[src/rtl/ps2_key_assembler_if.sv]
// PS/2 key assembler bundle: raw keyboard lines in, assembled key events out.
// Modport master is the side that drives the raw lines and consumes events;
// modport slave is the assembler itself.
interface ps2_key_assembler_if;
   logic        ps2_clk_in;
   logic        ps2_data_in;
   logic [65:0] ps2_key;
   logic        err;
   logic [7:0]  err_cnt;

   modport master (
      output ps2_clk_in, ps2_data_in,
      input  ps2_key, err, err_cnt
   );

   modport slave (
      input  ps2_clk_in, ps2_data_in,
      output ps2_key, err, err_cnt
   );
endinterface

[src/rtl/ps2_key_assembler.sv]
// PS/2 key assembler: conditions the raw PS/2 lines, deserialises device
// frames and folds multi-byte scancode sequences (E0/F0 prefixes, E1 Pause,
// PrtScr) into one 66-bit event word whose bit 64 toggles per event.
// Optional build macro: PS2_TYPEMATIC_FILTER_EN suppresses repeated make
// events of a key that is already held down.
module ps2_key_assembler #(
   parameter int FILT_CYCLES = 8,
   parameter int BIT_TIMEOUT = 11200,
   parameter int SEQ_TIMEOUT = 112000
) (
   input  logic               clk_sys,
   input  logic               reset_n,
   ps2_key_assembler_if.slave bus
);

   localparam int FW = $clog2(FILT_CYCLES + 1);
   localparam int BW = $clog2(BIT_TIMEOUT + 1);
   localparam int SW = $clog2(SEQ_TIMEOUT + 1);

   localparam logic [7:0] CODE_E0 = 8'hE0;
   localparam logic [7:0] CODE_F0 = 8'hF0;
   localparam logic [7:0] CODE_E1 = 8'hE1;

   typedef enum logic [1:0] {RX_IDLE, RX_DATA, RX_PARITY, RX_STOP} rx_state_t;
   typedef enum logic {ASM_NORMAL, ASM_PAUSE} asm_state_t;

   // ---------------------------------------------------------------------
   // Input conditioning
   // ---------------------------------------------------------------------
   logic          clk_meta, clk_sync, data_meta, data_sync;
   logic          clk_filt;
   logic [FW-1:0] filt_cnt;
   logic          filt_fall;

   // Two-flop synchronisers; they reset to the idle-high line level.
   always_ff @(posedge clk_sys or negedge reset_n) begin
      if (!reset_n) begin
         clk_meta  <= 1'b1;
         clk_sync  <= 1'b1;
         data_meta <= 1'b1;
         data_sync <= 1'b1;
      end else begin
         // NOTE: non-blocking so each flop takes the pre-edge value of the one
         // before it; blocking would collapse the chain into a single flop.
         clk_meta  <= bus.ps2_clk_in;
         clk_sync  <= clk_meta;
         data_meta <= bus.ps2_data_in;
         data_sync <= data_meta;
      end
   end

   // A falling edge is the cycle the filter accepts a new low level.
   assign filt_fall = clk_filt && !clk_sync && (filt_cnt == FW'(FILT_CYCLES - 1));

   // Glitch filter: the accepted clock level follows the synchronised clock
   // only after it has held a new level for FILT_CYCLES consecutive cycles.
   always_ff @(posedge clk_sys or negedge reset_n) begin
      if (!reset_n) begin
         clk_filt <= 1'b1;
         filt_cnt <= '0;
      end else if (clk_sync == clk_filt) begin
         filt_cnt <= '0;
      end else if (filt_cnt == FW'(FILT_CYCLES - 1)) begin
         clk_filt <= clk_sync;
         filt_cnt <= '0;
      end else begin
         filt_cnt <= filt_cnt + 1'b1;
      end
   end

   // ---------------------------------------------------------------------
   // Receive FSM
   // ---------------------------------------------------------------------
   rx_state_t     rx_state, rx_next;
   logic [7:0]    rx_shift, shift_next;
   logic [2:0]    rx_bit_idx, idx_next;
   logic          rx_par, par_next;
   logic [BW-1:0] bit_timer;
   logic          good_byte, frame_err, bit_to;
   logic          rx_valid;
   logic [7:0]    rx_byte;
   logic          err_q;
   logic [7:0]    err_cnt_q;

   // Receive state register plus bit timer, byte strobe and error tracking.
   always_ff @(posedge clk_sys or negedge reset_n) begin
      if (!reset_n) begin
         rx_state   <= RX_IDLE;
         rx_shift   <= '0;
         rx_bit_idx <= '0;
         rx_par     <= 1'b0;
         bit_timer  <= '0;
         rx_valid   <= 1'b0;
         rx_byte    <= '0;
         err_q      <= 1'b0;
         err_cnt_q  <= '0;
      end else begin
         rx_state   <= rx_next;
         rx_shift   <= shift_next;
         rx_bit_idx <= idx_next;
         rx_par     <= par_next;
         if (filt_fall || rx_state == RX_IDLE)
            bit_timer <= '0;
         else
            bit_timer <= bit_timer + 1'b1;
         rx_valid <= good_byte;
         if (good_byte)
            rx_byte <= rx_shift;
         // A frame error and a timeout landing together still give one pulse.
         err_q <= frame_err || bit_to;
         if ((frame_err || bit_to) && err_cnt_q != 8'hFF)
            err_cnt_q <= err_cnt_q + 1'b1;
      end
   end

   // Receive next-state: start bit, 8 data bits LSB first, odd parity, stop.
   always_comb begin
      // NOTE: every output gets a default before any branch; a path that left
      // one unassigned would make it hold its value, i.e. infer a latch.
      rx_next    = rx_state;
      shift_next = rx_shift;
      idx_next   = rx_bit_idx;
      par_next   = rx_par;
      good_byte  = 1'b0;
      frame_err  = 1'b0;
      bit_to     = 1'b0;
      if (filt_fall) begin
         unique case (rx_state)
            RX_IDLE: begin
               if (!data_sync) begin
                  rx_next  = RX_DATA;
                  idx_next = '0;
                  par_next = 1'b0;
               end
            end
            RX_DATA: begin
               shift_next = {data_sync, rx_shift[7:1]};
               par_next   = rx_par ^ data_sync;
               idx_next   = rx_bit_idx + 3'd1;
               if (rx_bit_idx == 3'd7)
                  rx_next = RX_PARITY;
            end
            RX_PARITY: begin
               par_next = rx_par ^ data_sync;
               rx_next  = RX_STOP;
            end
            RX_STOP: begin
               rx_next = RX_IDLE;
               if (data_sync && rx_par)
                  good_byte = 1'b1;
               else
                  frame_err = 1'b1;
            end
         endcase
      end else if (rx_state != RX_IDLE && bit_timer == BW'(BIT_TIMEOUT - 1)) begin
         rx_next = RX_IDLE;
         bit_to  = 1'b1;
      end
   end

   // ---------------------------------------------------------------------
   // Sequence assembler
   // ---------------------------------------------------------------------
   // history holds at most 7 bytes between strobes: the 8th byte of any
   // sequence always completes it, so it is only ever seen in hist_new.
   asm_state_t    asm_state, asm_next;
   logic [55:0]   history, hist_next;
   logic [3:0]    byte_cnt, cnt_next;
   logic          pend_valid, pend_v_next;
   logic [63:0]   pend_key, pend_key_next;
   logic          defer_valid, defer_v_next;
   logic [63:0]   defer_key, defer_key_next;
   logic          defer_bypass, defer_bypass_next;
   logic [SW-1:0] seq_timer;
   logic          seq_active, seq_tmo;

   logic [63:0]   hist_new, merged;
   logic [3:0]    cnt_new, cnt_m1;
   logic [7:0]    first_byte;
   logic          seq_done, seq_pause, seq_is_prt;

   logic          emit_req, emit_bypass;
   logic [63:0]   emit_key;

   assign seq_active = (byte_cnt != 4'd0) || pend_valid;
   assign seq_tmo    = seq_active && (seq_timer == SW'(SEQ_TIMEOUT - 1));

   // Assembler registers and the inter-byte sequence timer.
   always_ff @(posedge clk_sys or negedge reset_n) begin
      if (!reset_n) begin
         asm_state    <= ASM_NORMAL;
         history      <= '0;
         byte_cnt     <= '0;
         pend_valid   <= 1'b0;
         pend_key     <= '0;
         defer_valid  <= 1'b0;
         defer_key    <= '0;
         defer_bypass <= 1'b0;
         seq_timer    <= '0;
      end else begin
         asm_state    <= asm_next;
         history      <= hist_next;
         byte_cnt     <= cnt_next;
         pend_valid   <= pend_v_next;
         pend_key     <= pend_key_next;
         defer_valid  <= defer_v_next;
         defer_key    <= defer_key_next;
         defer_bypass <= defer_bypass_next;
         if (rx_valid || err_q || seq_tmo || !seq_active)
            seq_timer <= '0;
         else
            seq_timer <= seq_timer + 1'b1;
      end
   end

   // Assembler next-state and event request. A deferred event always fires
   // the cycle after it is queued, long before the next byte can arrive, so
   // it never competes with another emission.
   always_comb begin
      asm_next          = asm_state;
      hist_next         = history;
      cnt_next          = byte_cnt;
      pend_v_next       = pend_valid;
      pend_key_next     = pend_key;
      defer_v_next      = 1'b0;
      defer_key_next    = defer_key;
      defer_bypass_next = defer_bypass;
      emit_req          = 1'b0;
      emit_key          = '0;
      emit_bypass       = 1'b0;
      seq_done          = 1'b0;
      seq_pause         = 1'b0;

      hist_new   = {history, rx_byte};
      cnt_new    = byte_cnt + 4'd1;
      cnt_m1     = cnt_new - 4'd1;
      first_byte = 8'(hist_new >> {cnt_m1, 3'b000});
      merged     = (pend_key << {cnt_new, 3'b000}) | hist_new;
      seq_is_prt = (asm_state == ASM_NORMAL) &&
                   (((cnt_new == 4'd2) && (hist_new[15:0] == 16'hE012)) ||
                    ((cnt_new == 4'd3) && (hist_new[23:0] == 24'hE0F07C)));

      if (defer_valid) begin
         emit_req    = 1'b1;
         emit_key    = defer_key;
         emit_bypass = defer_bypass;
      end

      if (err_q) begin
         // Frame error or bit timeout: drop everything gathered so far.
         asm_next    = ASM_NORMAL;
         hist_next   = '0;
         cnt_next    = '0;
         pend_v_next = 1'b0;
      end else if (rx_valid) begin
         unique case (asm_state)
            ASM_NORMAL: begin
               if ((rx_byte == CODE_E0 || rx_byte == CODE_F0) && cnt_new != 4'd8) begin
                  hist_next = hist_new[55:0];
                  cnt_next  = cnt_new;
               end else if (rx_byte == CODE_E1) begin
                  // Pause restarts the sequence so its 8 bytes count from E1.
                  asm_next  = ASM_PAUSE;
                  hist_next = {48'h0, CODE_E1};
                  cnt_next  = 4'd1;
               end else begin
                  seq_done = 1'b1;
               end
            end
            ASM_PAUSE: begin
               if (cnt_new == 4'd8) begin
                  seq_done  = 1'b1;
                  seq_pause = 1'b1;
               end else begin
                  hist_next = hist_new[55:0];
                  cnt_next  = cnt_new;
               end
            end
         endcase

         if (seq_done) begin
            asm_next  = ASM_NORMAL;
            hist_next = '0;
            cnt_next  = '0;
            if (pend_valid && first_byte == CODE_E0) begin
               // Second half of PrtScr: one event, held half in the upper bytes.
               emit_req    = 1'b1;
               emit_key    = merged;
               emit_bypass = 1'b1;
               pend_v_next = 1'b0;
            end else if (pend_valid) begin
               emit_req          = 1'b1;
               emit_key          = pend_key;
               emit_bypass       = 1'b1;
               pend_v_next       = 1'b0;
               defer_v_next      = 1'b1;
               defer_key_next    = hist_new;
               defer_bypass_next = seq_pause;
            end else if (seq_is_prt) begin
               pend_v_next   = 1'b1;
               pend_key_next = hist_new;
            end else begin
               emit_req    = 1'b1;
               emit_key    = hist_new;
               emit_bypass = seq_pause;
            end
         end
      end else if (seq_tmo) begin
         // Idle too long: a held PrtScr half goes out alone, a prefix is lost.
         asm_next  = ASM_NORMAL;
         hist_next = '0;
         cnt_next  = '0;
         if (pend_valid) begin
            emit_req    = 1'b1;
            emit_key    = pend_key;
            emit_bypass = 1'b1;
            pend_v_next = 1'b0;
         end
      end
   end

   // ---------------------------------------------------------------------
   // Typematic filter and event output
   // ---------------------------------------------------------------------
   logic        suppress;
   logic [64:0] key_q;

`ifdef PS2_TYPEMATIC_FILTER_EN
   logic [511:0] held;
   logic         is_ext, is_brk;
   logic [8:0]   held_idx;

   // Classify the event: E0 anywhere marks extended, F0 anywhere marks break.
   // Pause, merged PrtScr and lone PrtScr halves are framing, not key presses,
   // and arrive flagged as bypass.
   always_comb begin
      is_ext = 1'b0;
      is_brk = 1'b0;
      for (int i = 1; i < 8; i++) begin
         if (emit_key[8*i +: 8] == CODE_E0) is_ext = 1'b1;
         if (emit_key[8*i +: 8] == CODE_F0) is_brk = 1'b1;
      end
      held_idx = {is_ext, emit_key[7:0]};
      suppress = emit_req && !emit_bypass && !is_brk && held[held_idx];
   end

   // Held-key map: make sets the key's bit, break clears it.
   always_ff @(posedge clk_sys or negedge reset_n) begin
      // NOTE: the map is reset even though it is a memory-like array; a stale
      // bit after reset would silently swallow that key's first press.
      if (!reset_n)
         held <= '0;
      else if (emit_req && !emit_bypass)
         held[held_idx] <= !is_brk;
   end
`else
   // Without the filter every completed sequence is emitted.
   logic unused_bypass;
   assign unused_bypass = emit_bypass;
   assign suppress      = 1'b0;
`endif

   // Event word: latch the assembled bytes and flip the toggle bit.
   always_ff @(posedge clk_sys or negedge reset_n) begin
      if (!reset_n) begin
         key_q <= '0;
      end else if (emit_req && !suppress) begin
         key_q[63:0] <= emit_key;
         key_q[64]   <= ~key_q[64];
      end
   end

   assign bus.ps2_key = {1'b0, key_q};
   assign bus.err     = err_q;
   assign bus.err_cnt = err_cnt_q;

endmodule

[src/flat_wrapper.sv]
// flat-port wrapper written by rule: the top's interface ports become plain ports
module ps2_key_assembler_flat 
#(
   parameter int FILT_CYCLES = 8,
   parameter int BIT_TIMEOUT = 11200,
   parameter int SEQ_TIMEOUT = 112000
)
  (clk_sys, reset_n, bus_ps2_clk_in, bus_ps2_data_in, bus_ps2_key, bus_err, bus_err_cnt);
  ps2_key_assembler_if bus_i ();
  input  logic clk_sys;
  input  logic reset_n;
  input wire logic [$bits(bus_i.ps2_clk_in)-1:0] bus_ps2_clk_in;
  input wire logic [$bits(bus_i.ps2_data_in)-1:0] bus_ps2_data_in;
  output wire logic [$bits(bus_i.ps2_key)-1:0] bus_ps2_key;
  output wire logic [$bits(bus_i.err)-1:0] bus_err;
  output wire logic [$bits(bus_i.err_cnt)-1:0] bus_err_cnt;
  assign bus_i.ps2_clk_in = bus_ps2_clk_in;
  assign bus_i.ps2_data_in = bus_ps2_data_in;
  assign bus_ps2_key = bus_i.ps2_key;
  assign bus_err = bus_i.err;
  assign bus_err_cnt = bus_i.err_cnt;
  ps2_key_assembler #(.FILT_CYCLES(FILT_CYCLES), .BIT_TIMEOUT(BIT_TIMEOUT), .SEQ_TIMEOUT(SEQ_TIMEOUT)) u_core (.clk_sys(clk_sys), .reset_n(reset_n), .bus(bus_i));
endmodule
[config.mk]
export PLATFORM = sky130hd
export DESIGN_NAME = ps2_key_assembler_flat
export DESIGN_NICKNAME = d
export VERILOG_FILES = /design/src/rtl/ps2_key_assembler_if.sv /design/src/rtl/ps2_key_assembler.sv /design/src/flat_wrapper.sv
export SDC_FILE = /design/constraint.sdc
export NUM_CORES = 1
export LEC_CHECK = 0
export ABC_AREA = 1
export BUFFER_PORTS_ARGS = -buffer_cell sky130_fd_sc_hd__clkbuf_2
export CAP_MARGIN = 10
export CELL_PAD_IN_SITES_DETAIL_PLACEMENT = 0
export CELL_PAD_IN_SITES_GLOBAL_PLACEMENT = 1
export CORE_MARGIN = 2
export CORE_UTILIZATION = 32
export CTS_CLUSTER_SIZE = 30
export DETAILED_ROUTE_END_ITERATION = 8
export PLACE_DENSITY_LB_ADDON = 0.1
export SETUP_SLACK_MARGIN = 0.3
export SYNTH_ARGS = -nofsm -noshare
export SYNTH_HDL_FRONTEND = slang
export SYNTH_SLANG_ARGS = --single-unit
[constraint.sdc]
create_clock -name clk_sys -period 3.8 [get_ports clk_sys]
set_input_delay 0.57 -clock clk_sys [delete_from_list [all_inputs] [get_ports clk_sys]]
set_output_delay 0.57 -clock clk_sys [all_outputs]
set_load 0.05 [all_outputs]
==> flow_summary.toml <==
[run_status]
outcome = "complete, no violations"

[detailed_routing]
top_layer = "met4"
dr.pass1.iters = 5
routed_wl_um = 76800
drcViolationCount = 0
postRouteAntennaNets = 0
wirelength_met1_um = 37400
drt_iter0_drc = 1774
via_count = 20200
route.met3.wl_um = 3350
routed_via_density = 5.21
wl_met2_um = 34800
wl_per_cell_um = 19.8

[synth]
synthArstFlopShare_pct = 100
ys_seq_elements = 328
synth_warnings = 0
synth_top_area_share_pct = 39.8
synth.area.top_cells = "dfrtp_1 (40%), nand2_1 (22%), nand3_1 (9.3%)"
synth_edf_count = 0
synth_common_cells = "nand2_1 (1190), nand3_1 (376), dfrtp_1 (323)"
synth_area_um2 = 20300
postSynthCellCount = 3036
synthFlopType = "dfrtp_1"
synthesis.nets = 3056
synth_most_common_cell = "nand2_1"
ys_types = 45
ys_seq_area_share_pct = 40.5
yosysTopAreaCell = "dfrtp_1"
syn_avg_cell_area_um2 = 6.69

[finish]
drive_gt1_share_pct = 7.61
nets = 3013
num_antenna_cells = 0
design_area_um2 = 22800
syn2layout_area_growth_pct = 12.4
fillers = 6891
finalNonFillerCells = 3870

[sta]
fin_skew_ps = 32.0
worst_hold_slack_ps = 57.1
drv_slew = 0
fin_setup_tns_ps = 0
hold_violations = 0
fin_crit_ps = 3190
finalWorstSetupSlack_ps = 614
rsz0062_at_grt = "no"
worst_pin_slew_ps = 941
setup_viol = 0
period_share_pct = 83.8
slew_headroom_pct = 37.3
fmax_mhz = 314

[placed_design]
gp_congestion = 0.876
hpwl_um = 51700
dp_slack_ps = 672
placed_cells = 3792
io_buffers = 77
place_area_um2 = 21400

[die]
core_um2 = 62900
die-width_um = 256
die_y_um = 256
die_area_um2 = 65500
rows = 92
ioPinCount = 79
start_util_pct = 32.3

[clocking]
cts_buffers = 44
postCtsSetupBuffers = 0
cts_sinks = 328
clockBufferDepth = 3
cts.reportedPaths.clkPinSlew_ps = 60
cts_tree = "done"
ctsHtreeMaxLevel = 2
cts-root-buf = "clkbuf_16"
clk_latency_ps = 600

[global_route]
grt_pass1_vias = 19700
grt_max_degree = 84
grt_antenna_before_repair = 0
grt_pass1_wl_um = 122000
overflow = 0
grtUsageTotal_pct = 23.4

[critical_path]
crit_path_max_fanout = 64
slowest_stage = "buf_4"
cp.required_ps = 4320
critPathMaxStageDelay_ps = 660
cp.arrival_ps = 3710
path_class = "reg2reg"
crit_chain = "inv_2, buf_4, nor2_1, nand2_1, xor2_4, buf_4, nand4_1, nand3_1, nand2_1, nand2_1, nand2_1, nand2_1"
path_common_cell = "nand2_1"
start_kind = "flop"
critPathCaptureType = "flop"

[min_path]
worstHoldPathType = "in2reg"

[run]
cap_violations = 0

[power]
irDropWorstVdd_uv = 317
p_per_area_nw_per_um2 = 343
power.leakage_uw = 0.0113
## layer usage
| metal | vias to the layer above | GRT usage, % |
|---|---|---|
| met1 | 9823 | 34.5 |
| met2 | 517 | 37.1 |
| met3 | 76 | 2.46 |
| met4 | 0 | 4.92 |
| met5 | - | 0 |
| li1 | 9735 | - |
## state kept, by name (all words and copies together) (netlist names), 2 cells and up
signal              cells
u_core.rx_byte          8
u_core.history         56
u_core.defer_key       64
u_core.bit_timer       14
u_core.filt_cnt         4
u_core.pend_key        64
u_core.rx_bit_idx       3
u_core.byte_cnt         4
u_core.seq_timer       17
u_core.rx_shift         8
u_core.bus.err_cnt      8
u_core.rx_state         2
u_core.key_q           65
## area by class of cell
type	count	area (um^2)	area share [%]
Clock buffer	69	1330	5.81
Clock inverter	8	120	0.526
Inverter	268	1010	4.41
Multi-Input combinational cell	2230	10200	44.9
Sequential cell	328	8220	36.0
Tap cell	846	1060	4.64
Timing Repair Buffer	121	853	3.74
## layout by cell type (no fill, tap or decap), types with 33 or more instances in the layout
master	n
dfrtp_1	319
buf_4	33
o32ai_1	54
nand2_1	1186
clkbuf_16	44
o21ai_0	244
nand3_1	374
clkbuf_2	76
nand4_1	78
nor2_1	128
inv_1	258
## worst max-delay path, delay by kind of cell (launching register included)
family | cells | cell delay, ps
DFF | 1 | 430
xor gates and xnor gates | 1 | 170
and+or+nand+nor | 8 | 990
buffers and inverters | 3 | 1430
## power by group
| group | internal, uW | switching [uW] | leakage [uW] |
|---|---|---|---|
| Combinational | 29.4 | 104 | 0.00606 |
| Sequential | 3520 | 12.4 | 0.00456 |
| Clock | 2470 | 1700 | 0.000711 |
## timing repair
action | CTS | global route
endpoints found under the hold margin | 22 | 0
hold buffers | 1 | 0
gates resized for setup | 0 | 0
## cells by family after synthesis
logic type	count (synthesis)	share of synthesized area [%]
AOI/OAI and AO/OA	379	10.6
DFF	328	40.5
other	1	0.0185
xor gates and xnor gates	17	0.955
adders and majority gates	16	0.986
muxes	1	0.0555
buffers and inverters	478	9.50
and+or+nand+nor	1816	37.5
## per-stage QoR
stage | power, uW | utilization, %
2_1_floorplan | 3640 | -
3_3_place_gp | 3730 | 34.0
3_5_place_dp | 3740 | 34.0
4_1_cts | 7970 | 36.3
5_1_grt | 8120 | 36.3
6_report | 7840 | 36.3
## final timing paths
check	from	end	slack, ps	cells past startpoint
worst max-delay path	u_core.byte_cnt[0]	u_core.key_q[33]	610	12
min in group asynchronous	reset_n	u_core.defer_key[14]	560	2
worst min-delay path	bus_ps2_clk_in	u_core.clk_meta	60	1
worst max register to register	u_core.byte_cnt[0]	u_core.key_q[33]	610	12
max in group asynchronous	reset_n	u_core.clk_filt	2270	3
worst min register to register	u_core.clk_meta	u_core.clk_sync	350	0
Note: power is estimated with default switching activity, not from simulation.
